File: config.mk
export PLATFORM = sky130hd
export DESIGN_NAME = wilkinson_combiner_flat
export DESIGN_NICKNAME = d
export VERILOG_FILES = /design/src/rtl/wilkinson_combiner_if.sv /design/src/rtl/wilkinson_combiner.sv /design/src/flat_wrapper.sv
export SDC_FILE = /design/constraint.sdc
export NUM_CORES = 1
export LEC_CHECK = 0
export ABC_AREA = 1
export CAP_MARGIN = 30
export CORE_AREA = 3 3 158 160
export DETAILED_ROUTE_END_ITERATION = 12
export DIE_AREA = 0 0 161 163
export HOLD_SLACK_MARGIN = 0.05
export PLACE_DENSITY_LB_ADDON = 0.3
export SYNTH_ARGS = -nofsm -noshare
export SYNTH_HDL_FRONTEND = slang
export SYNTH_SLANG_ARGS = --single-unit
File: constraint.sdc
create_clock -name clk -period 2.95 [get_ports clk]
set_input_delay 0.885 -clock clk [delete_from_list [all_inputs] [get_ports clk]]
set_output_delay 0.885 -clock clk [all_outputs]
set_load 0.05 [all_outputs]
File: src/rtl/wilkinson_combiner_if.sv
// wilkinson_combiner_if: branch A/B sample streams and the combined output stream.
// Carries y_diff only when WILKINSON_COMBINER_DIFF_EN is defined.
interface wilkinson_combiner_if #(parameter int DW = 16);
  logic          a_valid, a_ready, b_valid, b_ready, y_valid, y_ready;
  logic [DW-1:0] a_data, b_data, y_sum;
`ifdef WILKINSON_COMBINER_DIFF_EN
  logic [DW-1:0] y_diff;
  modport master (output a_valid, a_data, b_valid, b_data, y_ready,
                  input a_ready, b_ready, y_valid, y_sum, y_diff);
  modport slave  (input a_valid, a_data, b_valid, b_data, y_ready,
                  output a_ready, b_ready, y_valid, y_sum, y_diff);
`else
  modport master (output a_valid, a_data, b_valid, b_data, y_ready,
                  input a_ready, b_ready, y_valid, y_sum);
  modport slave  (input a_valid, a_data, b_valid, b_data, y_ready,
                  output a_ready, b_ready, y_valid, y_sum);
`endif
endinterface

File: src/rtl/wilkinson_combiner.sv
// wilkinson_combiner: 2:1 combiner y=(a+b)>>>1 with per-branch realignment FIFOs.
// Define WILKINSON_COMBINER_DIFF_EN to add the y_diff=(a-b)>>>1 isolation output.
module wilkinson_combiner #(
  parameter int DW    = 16,
  parameter int DEPTH = 4,
  parameter int LW    = $clog2(DEPTH+1)
) (
  input  logic                  clk,
  input  logic                  rst_n,
  wilkinson_combiner_if.slave   bus,
  output logic [LW-1:0]         a_level,
  output logic [LW-1:0]         b_level,
  output logic                  skew_err
);
  localparam int PW = $clog2(DEPTH);
  logic [DW-1:0] mem_q [2][DEPTH];
  logic [DW-1:0] din [2];
  logic [PW-1:0] wp_q [2];
  logic [PW-1:0] rp_q [2];
  logic [LW-1:0] lvl_q [2];
  logic [1:0]    push;
  logic          fire;
  logic [DW-1:0] ha, hb;
  logic [DW:0]   sum_w;
  logic          y_valid_q, y_valid_d, skew_q, skew_d;
  logic [DW-1:0] y_sum_q, y_sum_d;
  assign din[0]      = bus.a_data;
  assign din[1]      = bus.b_data;
  assign bus.a_ready = lvl_q[0] != LW'(DEPTH);
  assign bus.b_ready = lvl_q[1] != LW'(DEPTH);
  assign push        = {bus.b_valid && bus.b_ready, bus.a_valid && bus.a_ready};
  assign fire        = (lvl_q[0] != '0) && (lvl_q[1] != '0) && (!y_valid_q || bus.y_ready);
  assign ha          = mem_q[0][rp_q[0]];
  assign hb          = mem_q[1][rp_q[1]];
  // Sign-extend to DW+1 so the halved result cannot overflow; taking [DW:1] is >>>1.
  assign sum_w       = {ha[DW-1], ha} + {hb[DW-1], hb};
  always_comb begin
    y_valid_d = fire || (y_valid_q && !bus.y_ready);
    y_sum_d   = fire ? sum_w[DW:1] : y_sum_q;
    skew_d    = skew_q || (lvl_q[0] == LW'(DEPTH) && lvl_q[1] == '0)
                       || (lvl_q[1] == LW'(DEPTH) && lvl_q[0] == '0);
  end
  always_ff @(posedge clk) begin
    for (int k = 0; k < 2; k++)
      if (push[k]) mem_q[k][wp_q[k]] <= din[k];
  end
  always_ff @(posedge clk or negedge rst_n) begin
    if (!rst_n) begin
      for (int k = 0; k < 2; k++) begin
        wp_q[k]  <= '0;
        rp_q[k]  <= '0;
        lvl_q[k] <= '0;
      end
      y_valid_q <= 1'b0;
      y_sum_q   <= '0;
      skew_q    <= 1'b0;
    end else begin
      for (int k = 0; k < 2; k++) begin
        if (push[k]) wp_q[k] <= wp_q[k] + PW'(1);
        if (fire) rp_q[k] <= rp_q[k] + PW'(1);
        lvl_q[k] <= lvl_q[k] + LW'(push[k]) - LW'(fire);
      end
      y_valid_q <= y_valid_d;
      y_sum_q   <= y_sum_d;
      skew_q    <= skew_d;
    end
  end
`ifdef WILKINSON_COMBINER_DIFF_EN
  logic [DW:0]   dif_w;
  logic [DW-1:0] y_diff_q, y_diff_d;
  assign dif_w = {ha[DW-1], ha} - {hb[DW-1], hb};
  always_comb y_diff_d = fire ? dif_w[DW:1] : y_diff_q;
  always_ff @(posedge clk or negedge rst_n) begin
    if (!rst_n) y_diff_q <= '0;
    else y_diff_q <= y_diff_d;
  end
  assign bus.y_diff = y_diff_q;
`endif
  assign bus.y_valid = y_valid_q;
  assign bus.y_sum   = y_sum_q;
  assign a_level     = lvl_q[0];
  assign b_level     = lvl_q[1];
  assign skew_err    = skew_q;
endmodule

File: src/flat_wrapper.sv
// flat-port wrapper written by rule: the top's interface ports become plain ports
module wilkinson_combiner_flat 
#(
  parameter int DW    = 16,
  parameter int DEPTH = 4,
  parameter int LW    = $clog2(DEPTH+1)
)
  (clk, rst_n, a_level, b_level, skew_err, bus_a_valid, bus_a_data, bus_b_valid, bus_b_data, bus_y_ready, bus_a_ready, bus_b_ready, bus_y_valid, bus_y_sum);
  wilkinson_combiner_if #(.DW(DW)) bus_i ();
  input  logic clk;
  input  logic rst_n;
  output logic [LW-1:0] a_level;
  output logic [LW-1:0] b_level;
  output logic skew_err;
  input wire logic [$bits(bus_i.a_valid)-1:0] bus_a_valid;
  input wire logic [$bits(bus_i.a_data)-1:0] bus_a_data;
  input wire logic [$bits(bus_i.b_valid)-1:0] bus_b_valid;
  input wire logic [$bits(bus_i.b_data)-1:0] bus_b_data;
  input wire logic [$bits(bus_i.y_ready)-1:0] bus_y_ready;
  output wire logic [$bits(bus_i.a_ready)-1:0] bus_a_ready;
  output wire logic [$bits(bus_i.b_ready)-1:0] bus_b_ready;
  output wire logic [$bits(bus_i.y_valid)-1:0] bus_y_valid;
  output wire logic [$bits(bus_i.y_sum)-1:0] bus_y_sum;
  assign bus_i.a_valid = bus_a_valid;
  assign bus_i.a_data = bus_a_data;
  assign bus_i.b_valid = bus_b_valid;
  assign bus_i.b_data = bus_b_data;
  assign bus_i.y_ready = bus_y_ready;
  assign bus_a_ready = bus_i.a_ready;
  assign bus_b_ready = bus_i.b_ready;
  assign bus_y_valid = bus_i.y_valid;
  assign bus_y_sum = bus_i.y_sum;
  wilkinson_combiner #(.DW(DW), .DEPTH(DEPTH), .LW(LW)) u_core (.clk(clk), .rst_n(rst_n), .bus(bus_i), .a_level(a_level), .b_level(b_level), .skew_err(skew_err));
endmodule
==> results of run 1 <==
## flip-flops by register name (all words and copies together) (netlist names)
register,count
u_core.a_level,3
u_core.b_level,3
u_core.bus.y_sum,16
u_core.bus.y_valid,1
u_core.mem_q,128
u_core.rp_q,4
u_core.skew_err,1
u_core.wp_q,4
## Yosys cell counts (2+ instances only)
cell      instances
inv_1            44
a21o_1            3
o21ai_1          10
dfrtp_1          32
nand3_2           2
nand2_2           8
buf_4             2
o21ai_0          68
nand3_1          21
nor2_1           85
fa_1              3
buf_2             2
o21bai_1          2
nor3_1            4
clkbuf_1         16
a21oi_1          13
nand2_1          81
edfxtp_1        128
xor2_1           10
xnor2_1           6
inv_2             9
o22ai_1          30
ha_1             27
## worst max-delay path: stages, from the launching register on
cell and delay [ps]:
dfrtp_1 420, inv_1 100, nand3_1 150, clkdlybuf4s50_1 830
## metal layers
layer	up-vias	global-route usage
met2	93	0.199
met5	-	0
met4	0	0.0536
met3	26	0.0338
li1	2303	-
met1	2181	0.164
## area by class of cell
cell class	instances	area share
multi-input cells	379	0.238
repair buffers	82	0.0878
well taps	319	0.0458
flip-flops and latches	160	0.533
clock buffers	23	0.0610
clock inverters	9	0.0105
inverters	55	0.0240
## stage by stage
step,area (um2),setup WS (ps),std cells,hold WS (ps),util
final,8720,141,1027,478,0.370
after floorplan,7030,278,615,580,-
after detailed placement,8100,301,995,467,0.344
after global routing,8720,61.7,1027,501,0.370
after global placement,8100,353,995,470,0.344
after CTS,8720,125,1027,484,0.370
## logic make-up (layout without fill, tap and decap cells)
| kind of cell | after synthesis | in the layout | share of synthesized area |
|---|---|---|---|
| flip-flops | 160 | 160 | 0.661 |
| buffers and inverters | 76 | 169 | 0.0434 |
| AO/OA/AOI/OAI | 129 | 129 | 0.100 |
| adder cells (fa/ha/maj) | 30 | 30 | 0.0566 |
| AND/OR/NAND/NOR | 204 | 204 | 0.119 |
| XOR/XNOR | 16 | 16 | 0.0199 |
## worst paths after layout
check                                        to  slack (ps)  cells past startpoint
setup / recovery                    bus_b_ready         140                      3
hold / removal             u_core.bus.y_sum[14]         480                      2
setup reg to reg           u_core.bus.y_sum[13]         370                     17
max in group asynchronous        u_core.rp_q[0]        1900                      1
min in group asynchronous     u_core.b_level[0]         540                      1
hold reg to reg            u_core.bus.y_sum[14]         480                      2
==> summary.md, run 1 <==
| Metric | Value |
|---|---|
| Main synth FF type | edfxtp_1 |
| Ant diodes | 0 |
| Yosys reg bits | 160 |
| Synth area leaders | edfxtp_1 (55%), dfrtp_1 (11%), o21ai_0 (4.8%) |
| Register Area | approximately 0.0046 mm2 |
| Req. time, crit path | approximately 2100 ps |
| Number of synthesized flops with an enable pin | roughly 130 |
| Max-Cap Viols | 0 |
| Setup repair bufs after CTS | 0 |
| Fillcell total | between 2000 and 2500 |
| Outcome | complete, no violations |
| Final Hold Vio Count | 0 |
| Htree depth | 4 |
| Least-Margin Pin Slew | between 700 and 800 ps |
| Initial core utilization | 0.299 |
| Core Area | 0.0235 mm2 |
| Cts hold-fix bufs | 0 |
| Top Metal Used | met4 |
| Reg clk slew, reported paths | ~60 ps |
| Post-synth design cell area | 0.00703 mm2 |
| Die area | around 0.026 mm2 |
| DRT met1 WL | around 7300 um |
| Final setup viols | 0 |
| Pre-antenna DRT Iters | 4 |
| WL met2 | about 7400 um |
| Most frequent cells in the layout | edfxtp_1 (128), nor2_1 (85), nand2_1 (81) |
| Yosys top cell by area | edfxtp_1 |
| Via count | 4603 |
| GRT overflow | 0 |
| Setup tns final | 0 ps |
| First-pass GRT wire length | about 25000 um |
| Final ANT Viol Nets | 0 |
| Gpl congestion | ~0.83 |
| Via/cell ratio | approximately 4.5 |
| Register area share after synthesis | 0.661 |
| Crit path from | u_core.b_level[1] |
| Multi-input gate area | between 0.002 and 0.0025 mm2 |
| Critical path class | reg2out |
| Asr flop ratio synth | 0.200 |
| Nets@finish | 762 |
| Top-area cell type share of the netlist area | 0.547 |
| Top-Level Pins | 63 |
| Metal3 WL | between 600 and 700 um |
| Commonest non-fill, non-tap cell in the layout | edfxtp_1 |
| Clock sinks | 160 |
| Clock Skew | 9.54 ps |
| Fmax | 0.356 GHz |
| GR Util All Layers | 0.126 |
| Unrepaired setup endpoints after global routing | no |
| Startpoint Class | register |
| # port buffers | 62 |
| Synth Net Count | between 600 and 700 |
| Initial antenna violation count | 0 |
| CTS buffer count | 17 |
| Synth Area per Inst | roughly 11 um2 |
| HPWL after DPL | approximately 11000 um |
| FP Rows | 56 |
| Clock Root Buffer | clkbuf_16 |
| Initial DRC Count | around 290 |
| Rel. slew slack | 0.471 |
| Worst path arrival time | about 1900 ps |
| Gates resized, CTS repair | 0 |
| CP endpoint kind | output pin |
| Post-detailed-route wirelength per cell | 15.4 um |
| Final Max Tran Viols | 0 |
| Clk_lat worst skew | 430 ps |
| Layout cells sized above 1 | 0.103 |
| WL final | between 15000 and 20000 um |
| Vias in the first global route | between 4000 and 5000 |
| Area growth syn-to-layout | 24.1% |
| Synthesized instance count | roughly 620 |
| Period minus WS final | ~2800 ps |
| DIE WIDTH | around 160 um |
| Hold_sp | u_core.bus.y_sum[14] |
| # DRC | 0 |
| Cell variety after synth | 32 |
| Die Y-Extent | ~160 um |
| Longest Clk Path Bufs | 2 |
| CTS tree | yes |
| Ys Warns | 0 |
| CP Max Fanout | 4 |
| Reg2Reg Launch Point | u_core.rp_q[2] |
| Tcrit/Tclk final | 0.952 |
| Largest net degree at the start of global routing | 35 |
| HP Class | reg2reg |
Power of run 1 is left out: the tool's default activity adds up to more than one toggle a clock period on the data nets, which glitch-free logic cannot reach.
==> run 2, diff against run 1 <==
--- a/config.mk
+++ b/config.mk
@@ -10,7 +10,6 @@
 export CORE_AREA = 3 3 158 160
 export DETAILED_ROUTE_END_ITERATION = 12
 export DIE_AREA = 0 0 161 163
-export HOLD_SLACK_MARGIN = 0.05
 export PLACE_DENSITY_LB_ADDON = 0.3
 export SYNTH_ARGS = -nofsm -noshare
 export SYNTH_HDL_FRONTEND = slang
==> results of run 2 <==
No change in the layout: final DEF, timing and power equal those of run 1.
Power of run 2 is left out for the same reason.
==> run 3, diff against run 2 <==
--- a/config.mk
+++ b/config.mk
@@ -7,10 +7,11 @@
 export LEC_CHECK = 0
 export ABC_AREA = 1
 export CAP_MARGIN = 30
-export CORE_AREA = 3 3 158 160
+export CORE_AREA = 3 3 118 120
 export DETAILED_ROUTE_END_ITERATION = 12
-export DIE_AREA = 0 0 161 163
+export DIE_AREA = 0 0 121 123
 export PLACE_DENSITY_LB_ADDON = 0.3
 export SYNTH_ARGS = -nofsm -noshare
 export SYNTH_HDL_FRONTEND = slang
 export SYNTH_SLANG_ARGS = --single-unit
+export TNS_END_PERCENT = 5
==> run 3 against run 2 <==
Net effect: register-to-register slack got worse by 70 ps; final area decreased by 2.2%; final cell count decreased by 14%; via count increased by 4.3%; die area decreased by 43%; critical endpoint is now bus_a_ready; sequential cell count unchanged; clock skew decreased by 2.0 ps; worst hold slack got worse by 11 ps; largest cell class unchanged; setup slack improved by 37 ps; critical path type unchanged; count of clock-buffer cells in the layout increased by 1; critical path depth unchanged.
==> summary.md, run 3 (same netlist as run 1, synthesis figures left out) <==
| Metric | Value |
|---|---|
| Via/cell ratio | 5.42 (+21%) |
| Pre-antenna DRT Iters | 5 (+1) |
| DIE WIDTH | 121 um (-25%) |
| Worst path arrival time | 1890 ps (-30 ps) |
| Max-Cap Viols | 0 (unchanged) |
| Reg clk slew, reported paths | 60 ps (about the same) |
| Final Max Tran Viols | 0 (unchanged) |
| Nets@finish | 763 (+0.13%) |
| Top-Level Pins | 63 (unchanged) |
| Slowest-stage cell, CP | clkdlybuf4s50_1 |
| Slowest stage delay, CP | 820 ps (about the same) |
| # port buffers | 62 (unchanged) |
| GRT overflow | 0 (unchanged) |
| FP Rows | 42 (-25%) |
| Longest Clk Path Bufs | 2 (unchanged) |
| Layout cells sized above 1 | 0.100 (-0.00297) |
| Gpl congestion | 0.908 (+8.9%) |
| Largest net degree at the start of global routing | 35 (unchanged) |
| Final Hold Vio Count | 0 (unchanged) |
| Clock sinks | 160 (unchanged) |
| Via count | 4801 (+4.3%) |
| CP Max Fanout | 4 (unchanged) |
| Cell Chain, Critical Path | inv_1, nand3_1, clkdlybuf4s50_1 |
| Vias in the first global route | 4797 (+5.2%) |
| Area growth syn-to-layout | 21.3% |
| Core Area | 0.0131 mm2 (-44%) |
| HP Class | reg2reg |
| First-pass GRT wire length | 24100 um (-3.4%) |
| FF-to-FF setup slack | 300 ps (-70 ps) |
| Setup tns final | 0 ps (unchanged) |
| Least-Margin Pin Slew | 549 ps (-244 ps) |
| Req. time, crit path | 2070 ps (about the same) |
| Clk_lat worst skew | 420 ps (about the same) |
| Clock Skew | 7.58 ps (-1.97 ps) |
| Startpoint Class | register |
| Unrepaired setup endpoints after global routing | no |
| # DRC | 0 (unchanged) |
| CTS buffer count | 17 (unchanged) |
| Max reg flops | 128 (unchanged) |
| Most frequent cells in the layout | edfxtp_1 (128), nor2_1 (85), nand2_1 (81) |
| Final ANT Viol Nets | 0 (unchanged) |
| Clock Root Buffer | clkbuf_16 |
| Initial core utilization | 0.537 (+0.239) |
| Die area | 0.0149 mm2 (-43%) |
| CTS tree | yes |
| Fmax | 0.361 GHz (+1.3%) |
| HPWL after DPL | 10300 um (-3.6%) |
| Final setup viols | 0 (unchanged) |
| Outcome | complete, no violations |
| Rel. slew slack | 0.633 (+0.162) |
| WL final | 15100 um (-4.6%) |
| GR Util All Layers | 0.217 (+0.0906) |
| Buffers plus inverters on the worst setup path | 2 (unchanged) |
| Die Y-Extent | 123 um (-25%) |
| CP endpoint kind | output pin |
| Critical path class | reg2out |
| Initial antenna violation count | 0 (unchanged) |
| Commonest non-fill, non-tap cell in the layout | edfxtp_1 |
| Htree depth | 4 (unchanged) |
| Ant diodes | 0 (unchanged) |
| Tcrit/Tclk final | 0.940 (-0.0124) |
| Period minus WS final | 2770 ps (-36.6 ps) |
| Delay-heaviest family, CP | buffers and inverters |
| Post-detailed-route wirelength per cell | 17.0 um (+11%) |
| Initial DRC Count | 427 (+48%) |
[run 3: cell types whose count changed in the layout (fill, tap and decap cells not counted)]
cell            before  now
buf_2                1    0
buf_4               20   21
clkbuf_1             1    3
clkbuf_8             2    1
clkinv_2             1    4
clkinv_4             3    0
clkinvlp_4           2    1
dlymetal6s2s_1       0    1
inv_4                2    3
inv_6                1    0
[run 3: layout make-up]
cell class	instances	area, um2
Sequential cell	160	4640
Fill cell	949	4560
Multi-Input combinational cell	379	2080
Timing Repair Buffer	83	781
Clock buffer	24	526
Tap cell	176	220
Inverter	55	209
Clock inverter	8	70.1
[run 3: final timing paths]
| kind | from | endpoint | depth (start not counted) |
|---|---|---|---|
| max | u_core.a_level[1] | bus_a_ready | 3 |
| min | u_core.bus.y_sum[0] | u_core.bus.y_sum[0] | 2 |
| max reg2reg | u_core.rp_q[0] | u_core.bus.y_sum[13] | 15 |
| min reg2reg | u_core.bus.y_sum[0] | u_core.bus.y_sum[0] | 2 |
| max in group asynchronous | rst_n | u_core.bus.y_sum[12] | 2 |
| min in group asynchronous | rst_n | u_core.wp_q[2] | 2 |
[run 3: worst register-to-register path, stage by stage (launching register included)]
cell	delay, ps
dfrtp_1	480
buf_4	230
o21ai_0	170
o22ai_1	170
fa_1	490
nand2_1	100
nand2_1	60
o21ai_1	170
nor2_1	70
nor2_1	160
inv_1	90
nand4_1	120
nand2_1	80
nand2_1	70
nand3_1	70
nand2_1	70
[run 3: timing repair]
item                       CTS  global route
gates resized for setup      0             1
hold buffers                 0             0
setup endpoints to repair    0             1
setup buffers                0             0
[run 3: per-layer routing]
| layer | GRT usage | up-vias | share of wire |
|---|---|---|---|
| met3 | 0.0558 | 30 | 0.065 |
| met4 | 0.101 | 0 | 0.028 |
| met5 | 0 | - | 0 |
| met2 | 0.344 | 162 | 0.49 |
| met1 | 0.281 | 2307 | 0.42 |
| li1 | - | 2302 | - |
[run 3: through the flow]
step,utilization,cells,cell area (um2),hold slack (ps),setup WS [ps]
floorplan,-,615,7030,580,278
global placement,0.606,853,7930,456,361
detailed placement,0.606,853,7930,459,249
CTS,0.652,885,8530,474,84.6
global route,0.652,885,8530,527,14.2
finish,0.652,885,8530,467,178
Power of run 3 is left out for the same reason.
==> variant 1, RTL diff (config.mk and constraints of run 3) <==
Put a register stage on the outputs `a_level` and `b_level`, cleared by the reset. The values now appear one clock later. The other outputs are not delayed to match.
--- a/src/rtl/wilkinson_combiner.sv
+++ b/src/rtl/wilkinson_combiner.sv
@@ -79,6 +79,13 @@
   assign bus.y_valid = y_valid_q;
   assign bus.y_sum   = y_sum_q;
-  assign a_level     = lvl_q[0];
-  assign b_level     = lvl_q[1];
+  always_ff @(posedge clk or negedge rst_n) begin
+    if (!rst_n) begin
+      a_level <= '0;
+      b_level <= '0;
+    end else begin
+      a_level <= lvl_q[0];
+      b_level <= lvl_q[1];
+    end
+  end
   assign skew_err    = skew_q;
 endmodule
Behaviour: not the same (Yosys sat finds a counterexample within 4 cycles, from zero or initial values and one cycle with rst_n low).
==> variant 1 against run 3 <==
Via count shrank 1.5%. Routed wire length grew 0.38%. Setup slack lost 47 ps. Synthesized area grew 2.1%. First-iteration DRC count grew 12%. Final area grew 1.3%. Sequential cell count grew 6. Count of clock-buffer cells in the layout shrank 2. Critical endpoint is now bus_b_ready.
Power is not shown: default switching activity piles up to over one toggle a cycle in this logic, so the estimate is an artifact.
==> variant 1: results (changes against run 3) <==
- The count of cells along the worst register-to-register path is 12 (-3).
- The placer's final routability congestion estimate is 0.804 (-11%).
- The minimum setup slack after placement is 236 ps (-13.1 ps).
- The met2 routing resource usage after global routing came to 0.347 (+0.00278).
- The final-stage net count is 752 (-1.4%).
- The global-route track usage on met1 is 0.288 (+0.00634).
- The register area share after synthesis is 0.668 (+0.00709).
- The share of layout cells above drive strength 1 is 0.102 (+0.00158).
- The number of distinct library cell variants in the gate-level netlist after synthesis came to 34 (+6.3%).
- By area the synthesized netlist is led by sky130_fd_sc_hd__edfxtp_1, sky130_fd_sc_hd__dfrtp_1, sky130_fd_sc_hd__o21ai_0, sky130_fd_sc_hd__ha_1, sky130_fd_sc_hd__nor2_1.
- The number of nets still failing antenna checks after routing is 0 (unchanged).
- The per-cell via count in the routed design was 5.41 (-0.28%).
- The flow ran to the end, and the final reports show no timing, DRC or antenna violations.
- The first-pass GRT wire length is 24100 um (about the same).
- The total placed instance area is 8060 um^2 (+1.7%).
- The count of placed standard cells including taps is 842 (-1.3%).
- By count the netlist is led by sky130_fd_sc_hd__edfxtp_1, sky130_fd_sc_hd__nor2_1, sky130_fd_sc_hd__nand2_1, sky130_fd_sc_hd__o21ai_0, sky130_fd_sc_hd__inv_1.
- The topmost layer with routed signal wires is met4.
- The adder-cell share of the synthesized area is 0.0554 (-0.00118).
- The net count after synthesis is 673 (-1.3%).
- The sum of net half-perimeters after detailed placement was 10200 um (-0.69%).
- The most common flop cell mapped by yosys is sky130_fd_sc_hd__edfxtp_1.
- The xor/xnor cell area share of the yosys netlist is 0.0232 (+0.00324).
- The detailed-route wire length on metal 1 is 6440 um (+2.4%).
- The number of H-tree levels is 4 (unchanged).
- The via count of the first global-routing pass came to 4756 (-0.85%).
- The initial DRC count came to 477 (+12%).
- The pin count of the biggest net entering global routing is 39 (+11%).
- The worst-path cell with the longest stage delay is sky130_fd_sc_hd__clkdlybuf4s50_1.
- The met3 routing resource usage after global routing was 0.0599 (+0.00412).
- In this run the critical register-to-register path is launched from u_core.rp_q[3]$_DFFE_PN0P_.
- The critical path arrival came to 1930 ps (+40 ps).
- The routed length on met3 is 913 um (-7.0%).
- The total track usage is 0.217 (+0.000665).
- The mean cell area of the mapped netlist is 11.8 um^2 (+3.7%).
- The max-slew headroom at the worst pin is 0.409 (-0.223).
- The fill cell total of the finished layout was 953 (+0.42%).
- The internal reg-to-reg setup slack is about 290 ps.
- The final critical-path setup slack is 130 ps (-47.4 ps).
- The share of synthesized flip-flops with an asynchronous set or reset is 0.229 (+0.0289).
- The worst setup skew after layout was 5.62 ps (-1.96 ps).
- The final routed DRC violation total is 0 (unchanged).
- The vias after detailed routing is 4728 (-1.5%).
- The final routed wire length divided by cell count is 17.3 um (+1.6%).
- Tracing the worst setup path back leads to its startpoint at u_core.lvl_q[1]$_DFF_PN0_.
- The met2 wire length is 7480 um (+1.3%).
-- variant 1: worst min path at each step --
stage	start	endpoint	slack, ps	depth (start not counted)
final	u_core.lvl_q[3]$_DFF_PN0_	u_core.a_level[0]$_DFF_PN0_	410	0
after global routing	u_core.lvl_q[3]$_DFF_PN0_	u_core.a_level[0]$_DFF_PN0_	430	0
after floorplan	u_core.lvl_q[3]$_DFF_PN0_	u_core.a_level[0]$_DFF_PN0_	370	0
after global placement	u_core.lvl_q[0]$_DFF_PN0_	u_core.b_level[0]$_DFF_PN0_	410	0
after CTS	u_core.lvl_q[3]$_DFF_PN0_	u_core.a_level[0]$_DFF_PN0_	410	0
after detailed placement	u_core.lvl_q[0]$_DFF_PN0_	u_core.b_level[0]$_DFF_PN0_	400	0
-- variant 1: final cells by class --
cell class                      count  area, um^2  area share
Timing Repair Buffer               81         758      0.0878
Tap cell                          176         220      0.0255
Clock buffer                       22         474      0.0549
Sequential cell                   166        4790       0.555
Clock inverter                     10         103      0.0119
Multi-Input combinational cell    370        2100       0.243
Inverter                           49         186      0.0216
-- variant 1: worst reg2reg max path, cell delays in order (launching register included) --
cell	delay (ps)
sky130_fd_sc_hd__dfrtp_1	450
sky130_fd_sc_hd__inv_2	210
sky130_fd_sc_hd__buf_4	220
sky130_fd_sc_hd__o21ai_0	100
sky130_fd_sc_hd__o22ai_1	230
sky130_fd_sc_hd__ha_1	330
sky130_fd_sc_hd__a21oi_1	210
sky130_fd_sc_hd__a21boi_1	290
sky130_fd_sc_hd__o21bai_1	170
sky130_fd_sc_hd__nand2_1	120
sky130_fd_sc_hd__nand3_1	80
sky130_fd_sc_hd__nand3_1	90
sky130_fd_sc_hd__nand2_1	40
==> variant 2, RTL diff (config.mk and constraints of run 3) <==
Made on the original files. `DW` is set to 16 in 3 places; all go to 20.
--- a/src/rtl/wilkinson_combiner_if.sv
+++ b/src/rtl/wilkinson_combiner_if.sv
@@ -1,5 +1,5 @@
 // wilkinson_combiner_if: branch A/B sample streams and the combined output stream.
 // Carries y_diff only when WILKINSON_COMBINER_DIFF_EN is defined.
-interface wilkinson_combiner_if #(parameter int DW = 16);
+interface wilkinson_combiner_if #(parameter int DW = 20);
   logic          a_valid, a_ready, b_valid, b_ready, y_valid, y_ready;
   logic [DW-1:0] a_data, b_data, y_sum;
--- a/src/rtl/wilkinson_combiner.sv
+++ b/src/rtl/wilkinson_combiner.sv
@@ -2,5 +2,5 @@
 // Define WILKINSON_COMBINER_DIFF_EN to add the y_diff=(a-b)>>>1 isolation output.
 module wilkinson_combiner #(
-  parameter int DW    = 16,
+  parameter int DW    = 20,
   parameter int DEPTH = 4,
   parameter int LW    = $clog2(DEPTH+1)
--- a/src/flat_wrapper.sv
+++ b/src/flat_wrapper.sv
@@ -2,5 +2,5 @@
 module wilkinson_combiner_flat 
 #(
-  parameter int DW    = 16,
+  parameter int DW    = 20,
   parameter int DEPTH = 4,
   parameter int LW    = $clog2(DEPTH+1)
Interface: changed (resized bus_a_data, bus_b_data and bus_y_sum); port bits go from 63 to 75. No check against the original RTL was run, so the function may have changed too.
==> variant 2 against run 3 <==
Final area up 21%. Non-clock buffer count increased by 9. Sequential cell count is 36 higher. Routed wire length rose by 26%. Maximum frequency hardly changed. Cell count grew 17%. Synthesized cell count is 25% higher. Synthesized area grew 24%. Setup slack lost 2.2 ps. Critical path type unchanged.
Power is not shown: default switching activity piles up to over one toggle a cycle in this logic, so the estimate is an artifact.
==> variant 2: results (changes against run 3) <==
- The run finished with clean final reports.
- The number of input and output port buffers inserted is 74 (+19%).
- The max-slew headroom at the worst pin is 0.436 (-0.196).
- The flip-flop count of the largest register, all copies and words added was 160 (+25%).
- The share of synthesized flip-flops with an asynchronous set or reset is 0.184 (-0.0163).
- The worst min-delay path startpoint is u_core.bus.y_sum[1]$_DFFE_PN0P_.
- The detailed-route wire length is 19000 um (+26%).
- Counting instances in the post-synthesis netlist gives the leading cell types as sky130_fd_sc_hd__edfxtp_1, sky130_fd_sc_hd__nand2_1, sky130_fd_sc_hd__nor2_1.
- The first-pass GRT wire length is 30200 um (+25%).
- The via count of the first global-routing pass is 6063 (+26%).
- The net count after synthesis is 846 (+24%).
- The total placed instance area is 9700 um^2 (+22%).
- The initial DRC count is 576 (+35%).
- The final-stage net count is 927 (+21%).
- The final-layout worst hold slack is 489 ps (+22.0 ps).
- The share of layout cells above drive strength 1 is 0.0929 (-0.00723).
- Yosys attributes the largest share of cell area to sky130_fd_sc_hd__edfxtp_1, sky130_fd_sc_hd__dfrtp_1, sky130_fd_sc_hd__o21ai_0, sky130_fd_sc_hd__ha_1, sky130_fd_sc_hd__nand2_1.
- The register area share after synthesis is 0.654 (-0.00709).
- The pin count of the biggest net entering global routing was 43 (+23%).
- The sum of net half-perimeters after detailed placement is 12400 um (+21%).
- The worst setup skew after layout came to 8.09 ps (+0.516 ps).
- The total track usage is 0.268 (+0.0514).
- The per-cell via count in the routed design was 5.85 (+7.8%).
- The internal reg-to-reg setup slack was 250 ps (-50 ps).
- The worst register-to-register path begins at u_core.rp_q[3]$_DFFE_PN0P_.
- The placer's final routability congestion estimate is 0.911 (+0.42%).
- The detailed-routing iteration count for the pre-antenna-repair pass is 5 (unchanged).
- The number of enable flip-flop cells after synthesis came to 160 (+25%).
- The number of distinct library cell variants in the gate-level netlist after synthesis is 35 (+9.4%).
- The worst hold path terminates at u_core.bus.y_sum[1]$_DFFE_PN0P_.
- The count of cells along the worst register-to-register path is 16 (+1).
[variant 2: cell types whose count changed after synthesis, sizes merged, moves of 7 or more]
| cell | run 3 | this run |
|---|---|---|
| edfxtp | 128 | 160 |
| nand2 | 89 | 113 |
| nor2 | 85 | 106 |
| o21ai | 78 | 98 |
| a21oi | 14 | 24 |
| o22ai | 30 | 38 |
| buf | 5 | 12 |
| inv | 54 | 61 |
[variant 2: per-stage QoR]
step | util | std cells | worst slack [ps]
after floorplan | - | 767 | 138
after global placement | 0.741 | 1005 | 336
after detailed placement | 0.741 | 1005 | 287
after CTS | 0.788 | 1037 | 162
after global routing | 0.789 | 1037 | 44.7
final | 0.789 | 1037 | 175
[variant 2: worst max-delay path, cell delays in order (launching register included)]
cell	delay, ps
sky130_fd_sc_hd__dfrtp_1	420
sky130_fd_sc_hd__inv_1	100
sky130_fd_sc_hd__nand3_1	130
sky130_fd_sc_hd__clkdlybuf4s50_1	820
[variant 2: area by class of cell]
cell class / instances / area, um^2
Multi-Input combinational cell: 480 / 2660
Clock buffer: 21 / 460
Tap cell: 176 / 220
Sequential cell: 196 / 5710
Fill cell: 757 / 2760
Timing Repair Buffer: 92 / 887
Inverter: 61 / 231
Clock inverter: 11 / 156
[variant 2: repair_timing]
action	in CTS	in global routing
gates resized for setup	0	3
setup endpoints to repair	0	1
buffers inserted	0	0
[variant 2: cell families after synthesis]
family,after synthesis,synth area share
AND/OR/NAND/NOR,259,0.128
flip-flops,196,0.654
AO/OA/AOI/OAI,168,0.106
buffers and inverters,91,0.0414
adder cells (fa/ha/maj),34,0.0513
XOR/XNOR,19,0.0191
[variant 2: layer usage]
metal	global-route usage	wire length, um	vias to the layer above
met3	0.0572	1280	48
met4	0.135	675	0
met1	0.344	7770	2918
met5	0	0	-
li1	-	-	2851
met2	0.438	9290	249
